## src/rtl/icache_refill_wb.sv

```systemverilog
// Instruction-cache line-refill master: one line-fill command -> one Wishbone B4
// incrementing burst read -> LINE_WORDS in-order response beats to the cache.
// Optional per-beat watchdog with abort path: define ICACHE_REFILL_TIMEOUT_EN.
module icache_refill_wb #(
    parameter int unsigned ADDR_WIDTH     = 32,
    parameter int unsigned DATA_WIDTH     = 32,
    parameter int unsigned LINE_WORDS     = 8,
    parameter int unsigned TIMEOUT_CYCLES = 1024
) (
    input  logic                                          clk,
    input  logic                                          reset,
    // line-fill command from the cache line loader
    input  logic                                          cmd_valid,
    output logic                                          cmd_ready,
    input  logic [ADDR_WIDTH-1:0]                         cmd_address,
    // response beats to the cache (no backpressure)
    output logic                                          rsp_valid,
    output logic [DATA_WIDTH-1:0]                         rsp_data,
    output logic                                          rsp_error,
    output logic                                          rsp_last,
    // Wishbone B4 master
    output logic                                          wb_cyc,
    output logic                                          wb_stb,
    output logic [ADDR_WIDTH-$clog2(DATA_WIDTH/8)-1:0]    wb_adr,
    output logic [DATA_WIDTH/8-1:0]                       wb_sel,
    output logic [2:0]                                    wb_cti,
    output logic [1:0]                                    wb_bte,
    input  logic [DATA_WIDTH-1:0]                         wb_dat_r,
    input  logic                                          wb_ack,
    input  logic                                          wb_err
);

    localparam int unsigned ByteOffBits = $clog2(DATA_WIDTH / 8);
    localparam int unsigned LineOffBits = $clog2(LINE_WORDS * DATA_WIDTH / 8);
    localparam int unsigned WbAdrW      = ADDR_WIDTH - ByteOffBits;
    localparam int unsigned CntW        = $clog2(LINE_WORDS);

    localparam logic [CntW-1:0]       LastBeat = CntW'(LINE_WORDS - 1);
    localparam logic [ADDR_WIDTH-1:0] LineMask = {ADDR_WIDTH{1'b1}} << LineOffBits;
    localparam logic [2:0]            CtiIncr  = 3'b010;
    localparam logic [2:0]            CtiEnd   = 3'b111;

    // Reject configurations the datapath cannot represent.
    if (DATA_WIDTH < 8 || (DATA_WIDTH & (DATA_WIDTH - 1)) != 0 ||
        LINE_WORDS < 2 || LINE_WORDS > 64 || (LINE_WORDS & (LINE_WORDS - 1)) != 0 ||
        TIMEOUT_CYCLES < 1) begin : g_param_check
        $error("icache_refill_wb: illegal parameter combination");
    end

`ifdef ICACHE_REFILL_TIMEOUT_EN
    localparam int unsigned TimeoutW = $clog2(TIMEOUT_CYCLES + 1);
    localparam logic [TimeoutW-1:0] TimeoutLast = TimeoutW'(TIMEOUT_CYCLES - 1);

    typedef enum logic [1:0] {StIdle, StBurst, StAbort} state_e;

    logic [TimeoutW-1:0] wd_q;
`else
    typedef enum logic {StIdle, StBurst} state_e;
`endif

    state_e          state_q;
    logic [CntW-1:0] beat_cnt;

    assign wb_sel = '1;
    assign wb_bte = 2'b00;

    // Ready is a pure decode of the state, forced low while reset is held.
    assign cmd_ready = (state_q == StIdle) && !reset;

    // Refill FSM with registered bus and response outputs.
    always_ff @(posedge clk) begin
        if (reset) begin
            state_q   <= StIdle;
            beat_cnt  <= '0;
            wb_cyc    <= 1'b0;
            wb_stb    <= 1'b0;
            wb_adr    <= '0;
            wb_cti    <= 3'b000;
            rsp_valid <= 1'b0;
            rsp_data  <= '0;
            rsp_error <= 1'b0;
            rsp_last  <= 1'b0;
`ifdef ICACHE_REFILL_TIMEOUT_EN
            wd_q      <= '0;
`endif
        end else begin
            // Response strobes are single-cycle pulses.
            rsp_valid <= 1'b0;
            rsp_error <= 1'b0;
            rsp_last  <= 1'b0;
            unique case (state_q)
                StIdle: begin
                    if (cmd_valid) begin
                        wb_adr   <= WbAdrW'((cmd_address & LineMask) >> ByteOffBits);
                        beat_cnt <= '0;
                        wb_cyc   <= 1'b1;
                        wb_stb   <= 1'b1;
                        wb_cti   <= CtiIncr;
                        state_q  <= StBurst;
`ifdef ICACHE_REFILL_TIMEOUT_EN
                        wd_q     <= '0;
`endif
                    end
                end
                StBurst: begin
                    if (wb_ack || wb_err) begin
                        rsp_valid <= 1'b1;
                        rsp_data  <= wb_dat_r;
                        rsp_error <= wb_err;
                        rsp_last  <= (beat_cnt == LastBeat);
                        wb_adr    <= wb_adr + WbAdrW'(1);
                        beat_cnt  <= beat_cnt + CntW'(1);
`ifdef ICACHE_REFILL_TIMEOUT_EN
                        wd_q      <= '0;
`endif
                        if (beat_cnt == LastBeat) begin
                            wb_cyc  <= 1'b0;
                            wb_stb  <= 1'b0;
                            wb_cti  <= 3'b000;
                            state_q <= StIdle;
                        end else begin
                            wb_cti <= (beat_cnt + CntW'(1) == LastBeat) ? CtiEnd : CtiIncr;
                        end
                    end
`ifdef ICACHE_REFILL_TIMEOUT_EN
                    else if (wd_q == TimeoutLast) begin
                        // Slave went silent: release the bus, finish the line with errors.
                        wb_cyc  <= 1'b0;
                        wb_stb  <= 1'b0;
                        wb_cti  <= 3'b000;
                        state_q <= StAbort;
                    end else begin
                        wd_q <= wd_q + TimeoutW'(1);
                    end
`endif
                end
`ifdef ICACHE_REFILL_TIMEOUT_EN
                StAbort: begin
                    // Late acks are ignored here; every remaining beat reports an error.
                    rsp_valid <= 1'b1;
                    rsp_data  <= '0;
                    rsp_error <= 1'b1;
                    rsp_last  <= (beat_cnt == LastBeat);
                    beat_cnt  <= beat_cnt + CntW'(1);
                    if (beat_cnt == LastBeat) begin
                        state_q <= StIdle;
                    end
                end
`endif
                default: state_q <= StIdle;
            endcase
        end
    end

endmodule

```

## config.mk

```make
export PLATFORM = sky130hd
export DESIGN_NAME = icache_refill_wb
export DESIGN_NICKNAME = d
export VERILOG_FILES = /design/src/rtl/icache_refill_wb.sv
export SDC_FILE = /design/constraint.sdc
export NUM_CORES = 1
export LEC_CHECK = 0
export BUFFER_PORTS_ARGS = -buffer_cell sky130_fd_sc_hd__buf_2
export CAP_MARGIN = 15
export CORE_ASPECT_RATIO = 0.6
export CORE_MARGIN = 2
export CORE_UTILIZATION = 35
export CTS_CLUSTER_DIAMETER = 30
export DETAILED_ROUTE_END_ITERATION = 10
export GPL_ROUTABILITY_DRIVEN = 1
export PLACE_DENSITY = 0.69
export RECOVER_POWER = 50
export SLEW_MARGIN = 30
export SYNTH_ARGS = -nofsm -noshare
export SYNTH_HDL_FRONTEND = slang
export SYNTH_SLANG_ARGS = --single-unit
```

## constraint.sdc

```tcl
create_clock -name clk -period 1.9 [get_ports clk]
set_input_delay 0.38 -clock clk [delete_from_list [all_inputs] [get_ports clk]]
set_output_delay 0.38 -clock clk [all_outputs]
set_load 0.005 [all_outputs]
```

; Word level (Yosys, flattened, before mapping)
; Cells that the tools add are included.
[totals]
register_bits = 73
inputBits = 69
elab_cells = 46
[op_classes]
add_sub_neg = 2
eq_ne = 5
n_mux = 20
bitwise_logic = 2
reduce_logical = 8
[op_table]
columns = operator, n
row1 = $mux 30, 2
row2 = $pmux 30 s2, 1
row3 = $add 30x1->30 const B, 1
row4 = $mux 3, 6
row5 = $pmux 3 s2, 2
row6 = $mux 1, 7
row7 = $eq 3x3->1 const B, 2
row8 = $ne 2x1->1 const B, 2
row9 = $pmux 1 s2, 2
row10 = $reduce_and 2->1, 2
row11 = $add 3x1->3 const B, 1
row12 = $reduce_and 3->1, 1
row13 = $reduce_or 3->1, 1
row14 = $ne 2x2->1 const B, 1
row15 = $not 1->1, 2
row16 = $reduce_or 2->1, 1
row17 = $logic_and 1x1->1, 1
row18 = $logic_not 1->1, 1
row19 = $logic_or 1x1->1, 1

; Depth between registers and ports, before layout
; Gate-level depths: netlist of run 1.
[depth]
depth_word = 6
depth_mapped = 7
depth_no_buf = 5

; Least setup slack after synthesis of run 1
; Ideal clock, no wire load.
[synth_timing]
kind = flip-flop to flip-flop
startpoint = register wb_adr[18]
endpoint = register wb_adr[28]
setup_ps = 121
arrival_ps = 1626
required_ps = 1779
slack_ps = 153
path_stages_with_launch = 5
n_path_buf = 0
path_cell_list = dfxtp_1 -> nand3_2 -> or4_4 -> nor3_1 -> mux2_2
[synth_via]
elab_chain_len = 3
[synth_rtl]
columns = item, line_no
row1 = "start, declared", 24  ; output logic [ADDR_WIDTH-$clog2(DATA_WIDTH/8)-1:0] wb_adr,
row2 = "start signal, assigned", 94  ; wb_adr <= WbAdrW'((cmd_address & LineMask) >> ByteOffBits);
row3 = "start signal, assigned", 111  ; wb_adr <= wb_adr + WbAdrW'(1);
row4 = $add 30x1->30, 111
row5 = $mux 30, 106  ; if (wb_ack || wb_err) begin
row6 = $pmux 30 s2, 91  ; unique case (state_q)
; No other way between the ends. The select of a mux whose other input is x is not followed.
; A chain may end at the register's enable or synchronous reset.

; Worst setup path after layout of run 1
[layout_timing]
startpoint = register wb_adr[5]
endpoint = register wb_adr[27]
; Same word-level chain as after synthesis.

==> flow_summary.json, run 1 <==
{
  "status": "completed",
  "power_density_nw_per_um2": 862,
  "max_freq_mhz": 555,
  "fin_crit_ps": 1800,
  "numClockSinks": 72,
  "layout-drive-gt1-share_pct": 27.1,
  "r2r_end": "wb_adr[27]",
  "drt_iter0_drc": 331,
  "hold_viol": 0,
  "fp.coreArea_um2": 9880,
  "synth-edff-count": 0,
  "drc_errors": 0,
  "path_cells": "and4_2, buf_4, nand4_1, or3_1, o311ai_1",
  "crit_required_ps": 2140,
  "async_reset_ff_share_pct": 0,
  "end_kind": "flip-flop",
  "clock_power_share_pct": 45.0,
  "utilization_pct": 48.9,
  "crit_slowest_cell": "dfxtp_1",
  "rr_worst_depth": 5,
  "start_util_pct": 36.1,
  "syn_avg_cell_area_um2": 7.81,
  "drt_pass1_iterations": 5,
  "die-height_um": 82.2,
  "gp_congestion": 0.919,
  "worstSkewPairLatency_ps": 340,
  "grt_pass1_vias": 3679,
  "wl_um": 12100,
  "maxSlewHeadroom_pct": 64.9,
  "grt_use_total_pct": 21.8,
  "htree_levels": 3,
  "path_class": "flip-flop to flip-flop",
  "netlist_area_um2": 3560,
  "grt_max_degree": 33,
  "yosys_register_bits": 72,
  "arrival_ps": 2040,
  "holdWs_ps": 281,
  "cts_root_buffer": "clkbuf_16",
  "cap_viol_max_count": 0,
  "wl_per_cell_um": 16.1,
  "dp.final_hpwl_um": 8990,
  "viasPerCell": 5.33,
  "worstPathMaxFanout": 6,
  "io_buffers": 134,
  "yosysSeqAreaShare_pct": 40.4,
  "postCtsHoldBufs": 0,
  "grt_pass1_wl_um": 18600,
  "internal_power_mw": 3.08,
  "detail-route-antenna-nets": 0,
  "r2r_slack_ps": 100,
  "post_cts_buffers": 0,
  "overflow": 0,
  "cts_tree": "yes",
  "register_area_um2": 1450,
  "switching_share_pct": 26.0,
  "peakVddDrop_mv": 0.507,
  "p_total_mw": 4.16,
  "diodes": 0,
  "yosys_warnings": 0,
  "die_x_um": 134,
  "yosysUniqueCellTypes": 66,
  "ys.flop_type": "dfxtp_1",
  "cpPeakStageDelay_ps": 410,
  "hp-class": "primary input to flip-flop",
  "cts_resized": 0,
  "finalSetupViolations": 0,
  "io_pins": 146,
  "setup_tns_ps": 0,
  "post-route-period-util_pct": 94.9,
  "syn_inst": 456,
  "r2r-start": "wb_adr[5]",
  "comb_power_share_pct": 14.6,
  "rows": 28,
  "p_leak_nw": 1.97,
  "placed_cells": 735,
  "nNetsFinal": 684,
  "clockBufferDepth": 2,
  "cts_buffers": 9,
  "rsz0062_at_grt": "false",
  "cp-startpoint": "wb_adr[5]",
  "fin_cells": 751,
  "die_area_um2": 11000,
  "crit_path_start_kind": "flip-flop",
  "multi_input_area_um2": 1910,
  "via_count": 4004,
  "fill_cells": 1019,
  "p_sw_mw": 1.08,
  "slew_violations": 0,
  "worst_pin_slew_ps": 525,
  "fin_skew_ps": 7.72,
  "antenna_found_initial": 0,
  "cts.clk_slew.worst_paths_ps": 60,
  "syn_to_final_growth_pct": 35.5,
  "seqPwrFrac_pct": 40.4,
  "crit_path_end": "wb_adr[27]"
}
-- layout make-up --
| cell class | instances | share of cell area [%] |
|---|---|---|
| Sequential cell | 72 | 29.9 |
| Clock buffer | 11 | 5.23 |
| Multi-Input combinational cell | 337 | 39.5 |
| Clock inverter | 5 | 1.63 |
| Timing Repair Buffer | 179 | 19.3 |
| Tap cell | 135 | 3.50 |
| Inverter | 12 | 0.933 |
-- cells in the mapped netlist (all sizes together) (3+ instances only) --
master / count / area share [%]
a211oi: 9 / 1.9
a21oi: 46 / 6.5
a22oi: 5 / 1.1
a31o: 3 / 0.74
a31oi: 4 / 0.70
and2: 3 / 0.53
and3: 6 / 1.1
and4: 5 / 1.3
buf: 18 / 3.3
clkbuf: 21 / 2.2
dfxtp: 72 / 40
ha: 4 / 1.4
inv: 11 / 1.2
mux2i: 3 / 0.84
nand2: 89 / 9.4
nand3: 19 / 2.8
nand4: 18 / 3.2
nor2: 26 / 2.7
nor3: 17 / 2.4
nor4: 3 / 0.70
o211ai: 3 / 0.63
o21ai: 15 / 2.1
o221ai: 3 / 0.74
o22ai: 3 / 0.53
o311ai: 6 / 1.5
or4: 3 / 0.74
-- power by group through the flow --
stage / clock (mW) / combinational (mW) / sequential [mW]
after detailed placement: 0 / 0.625 / 1.71
after floorplan: 0 / 0.283 / 1.73
after global routing: 1.98 / 0.668 / 1.69
after global placement: 0 / 0.612 / 1.71
final: 1.87 / 0.607 / 1.68
after CTS: 1.91 / 0.628 / 1.68
-- flip-flops by register name (all words and copies together) (netlist names) --
register / flops
beat_cnt: 3
rsp_error: 1
wb_cti: 2
wb_adr: 30
rsp_valid: 1
state_q: 1
wb_stb: 1
rsp_last: 1
rsp_data: 32
-- critical path: cells and delay by family (launching register included) --
kind / cells / cell delay [ps]
buffers and inverters: 1 / 150
DFF: 1 / 410
and+or+nand+nor: 3 / 900
AOI/OAI and AO/OA: 1 / 240
-- worst min-delay path by stage --
stage	start	endpoint	slack, ps	cells past startpoint
floorplan	beat_cnt[2]	beat_cnt[2]	450	2
global placement	rsp_data[27]	rsp_data[27]	440	2
detailed placement	rsp_data[15]	rsp_data[15]	440	2
CTS	wb_dat_r[23]	rsp_data[23]	270	3
global route	wb_dat_r[28]	rsp_data[28]	270	3
finish	wb_dat_r[3]	rsp_data[3]	280	3
-- cells by family (layout without fill, tap and decap cells) --
family / after synthesis / in the layout / synth area share, %
fa+ha+maj: 4 / 4 / 1.40
mux: 5 / 5 / 1.47
buf+inv: 51 / 207 / 6.85
other cells: 2 / 6 / 0.211
compound gates: 117 / 117 / 21.4
simple gates: 203 / 203 / 27.7
flops: 72 / 72 / 40.4
xor+xnor: 2 / 2 / 0.492
-- layer usage --
| layer | routed length, um | track usage (%) | part of all wire (%) | up-vias |
|---|---|---|---|---|
| li1 | - | - | - | 1953 |
| met4 | 64 | 5.26 | 0.53 | 0 |
| met2 | 4860 | 31.1 | 40 | 195 |
| met5 | 0 | 0 | 0 | - |
| met1 | 5680 | 30.6 | 47 | 1846 |
| met3 | 1480 | 8.67 | 12 | 10 |
-- stage by stage --
step                setup WS [ps]  area (um2)
finish                       97.3        4830
global route                 2.51        4830
CTS                          58.5        4910
detailed placement           73.8        4580
global placement              108        4580
floorplan                     153        3580
-- layout by cell type (no fill, tap or decap), types with 4 or more instances in the layout --
cell type  netlist  routed
clkbuf_16        0       9
and3_1           5       5
buf_4            9      32
o21ai_0         14      14
o311ai_0         5       5
nor3_1          17      17
a31oi_1          4       4
ha_1             4       4
dfxtp_1         72      69
a22oi_1          5       5
nand3_1         18      18
conb_1           2       6
nand2_1         89      89
inv_1           11      11
clkbuf_1        20      45
buf_2            2      99
nand4_1         18      18
a211oi_1         9       9
nor2_1          26      26
a21oi_1         46      46
No activity file was read; power rests on OpenSTA's default activity.
==> run 2, diff against run 1 <==
--- a/config.mk
+++ b/config.mk
@@ -9,11 +9,11 @@
 export CAP_MARGIN = 15
 export CORE_ASPECT_RATIO = 0.6
 export CORE_MARGIN = 2
-export CORE_UTILIZATION = 35
+export CORE_UTILIZATION = 48
 export CTS_CLUSTER_DIAMETER = 30
 export DETAILED_ROUTE_END_ITERATION = 10
 export GPL_ROUTABILITY_DRIVEN = 1
-export PLACE_DENSITY = 0.69
+export PLACE_DENSITY = 0.88
 export RECOVER_POWER = 50
 export SLEW_MARGIN = 30
 export SYNTH_ARGS = -nofsm -noshare
==> run 2 against run 1 <==
  * Register-to-register slack hardly changed
  * Hold slack got worse by 3.5 ps
  * Critical path type unchanged
  * Clock power down 9.6%
  * Largest cell class unchanged
  * Sequential share of layout area rose by 0.35 points
  * Critical path depth fell by 1
  * Total power is 4.4% lower
==> flow_summary.json, run 2 (synthesis results as in run 1) <==
{
  "slew_violations": 0,
  "antenna_found_initial": 0,
  "design_area_um2": 4770,
  "numClockSinks": 72,
  "grt_max_degree": 43,
  "wl_per_cell_um": 16.9,
  "drt_iter0_drc": 361,
  "worstSkewPairLatency_ps": 340,
  "via_count": 4207,
  "fp.coreArea_um2": 7240,
  "maxSlewHeadroom_pct": 51.9,
  "drt_pass1_iterations": 5,
  "path_cells": "nand4_1, or4_4, or4_1, nand3_1",
  "post-route-period-util_pct": 95.0,
  "drc_errors": 0,
  "largest_reg_flops": 32,
  "rows": 24,
  "path_class": "flip-flop to flip-flop",
  "io_buffers": 134,
  "dp_slack_ps": 71.4,
  "fin_skew_ps": 5.21,
  "gp_congestion": 0.974,
  "status": "completed",
  "grt_pass1_wl_um": 18600,
  "crit_cells": 4,
  "cts_root_buffer": "clkbuf_16",
  "die_x_um": 115,
  "overflow": 0,
  "crit_path_start_kind": "flip-flop",
  "p_total_mw": 3.98,
  "power_density_nw_per_um2": 835,
  "busiest_layer": "met2",
  "max_freq_mhz": 554,
  "critPathTopFamily": "simple AND/OR/NAND/NOR gates",
  "top_regs": "rsp_data: 32 flops, wb_adr: 30 flops, beat_cnt: 3 flops",
  "crit_path_end": "wb_adr[26]",
  "syn_to_final_growth_pct": 33.7,
  "placed_cells": 702,
  "grtUsageMet1_pct": 40.5,
  "r2r_slack_ps": 100,
  "r2r-start": "wb_adr[23]",
  "grt_pass1_vias": 3823,
  "crit_slowest_cell": "or4_4",
  "clockBufferDepth": 2,
  "holdWs_ps": 278,
  "placed_cell_area_um2": 4520,
  "cts_tree": "yes",
  "layout-drive-gt1-share_pct": 29.9,
  "regMostFlops": "rsp_data",
  "dp.final_hpwl_um": 8880,
  "start_util_pct": 49.2,
  "rsz0062_at_grt": "false",
  "layout.cells.most_common_list": "117 x buf_2, 89 x nand2_1, 71 x dfxtp_1, 46 x a21oi_1, 35 x buf_4",
  "hold_viol": 0,
  "grt_use_total_pct": 29.3,
  "io_pins": 146,
  "cts_buffers": 9,
  "final_common_cell": "buf_2",
  "fin_cells": 719,
  "utilization_pct": 65.9,
  "rr_worst_depth": 4,
  "crit_required_ps": 2180,
  "fin_ws_ps": 95.4,
  "fill_cells": 634,
  "cp_num_buf_inv": 0,
  "detail-route-antenna-nets": 0,
  "die_area_um2": 8150,
  "diodes": 0,
  "cpPeakStageDelay_ps": 580,
  "r2r_end": "wb_adr[26]",
  "wl_um": 12100,
  "fin_crit_ps": 1800,
  "end_kind": "flip-flop",
  "die-height_um": 70.7,
  "cap_viol_max_count": 0,
  "nNetsFinal": 683,
  "worst_pin_slew_ps": 722,
  "viasPerCell": 5.85,
  "grtUsageMet2_pct": 42.7,
  "hp-class": "primary input to flip-flop",
  "setup_tns_ps": 0,
  "worstPathMaxFanout": 5,
  "htree_levels": 3,
  "cp-startpoint": "wb_adr[23]",
  "arrival_ps": 2080,
  "finalSetupViolations": 0,
  "use_met3_pct": 10.7,
  "peakVddDrop_mv": 0.575,
  "cts.clk_slew.worst_paths_ps": 60,
  "p_leak_nw": 2.01
}
run 2: changes by cell type in the layout (fill, tap and decap cells not counted), moves of 2 or more:
| cell | delta |
|---|---|
| buf_2 | +18 |
| clkbuf_1 | -18 |
| buf_4 | +3 |
| clkinvlp_4 | +3 |
| clkbuf_8 | -2 |
| clkinv_2 | -2 |
| dfxtp_1 | +2 |
| dfxtp_2 | -2 |
run 2: worst min-delay path by stage:
stage,start,end,slack [ps],depth (start not counted)
global route,wb_dat_r[2],rsp_data[2],280,3
CTS,wb_dat_r[2],rsp_data[2],270,3
floorplan,beat_cnt[2],beat_cnt[2],450,2
global placement,rsp_data[10],rsp_data[10],440,2
detailed placement,rsp_data[2],rsp_data[2],440,2
finish,wb_dat_r[23],rsp_data[23],280,3
run 2: worst register-to-register path: stages, from the launching register on:
cell     delay (ps)
dfxtp_2         360
nand4_1         210
or4_4           580
or4_1           500
nand3_1          90
run 2: per-layer routing:
layer | vias up | share of wire (%)
li1 | 1950 | -
met1 | 1966 | 43
met2 | 261 | 42
met3 | 30 | 13
met4 | 0 | 1.5
met5 | - | 0
run 2: area by class of cell:
type	instances	area, um2	area share [%]
tap	104	130	2.73
clock inverter	6	70.1	1.47
sequential	72	1440	30.3
inverter	12	45.0	0.945
multi-input combinational	337	1900	39.9
clock buffer	10	229	4.80
timing repair buffer	178	946	19.8
run 2: power by group:
group | leakage, nW | total [mW] | internal, mW | switching, mW
registers | 0.591 | 1.69 | 1.60 | 0.0835
clock network | 0.135 | 1.69 | 1.02 | 0.672
logic | 1.29 | 0.599 | 0.256 | 0.343
total | 2.01 | 3.98 | 2.88 | 1.10
run 2: repair_timing:
action	in CTS	in global routing
hold buffers	0	0
buffers inserted	0	1
endpoints found under the setup margin	0	4
resized for setup	0	2
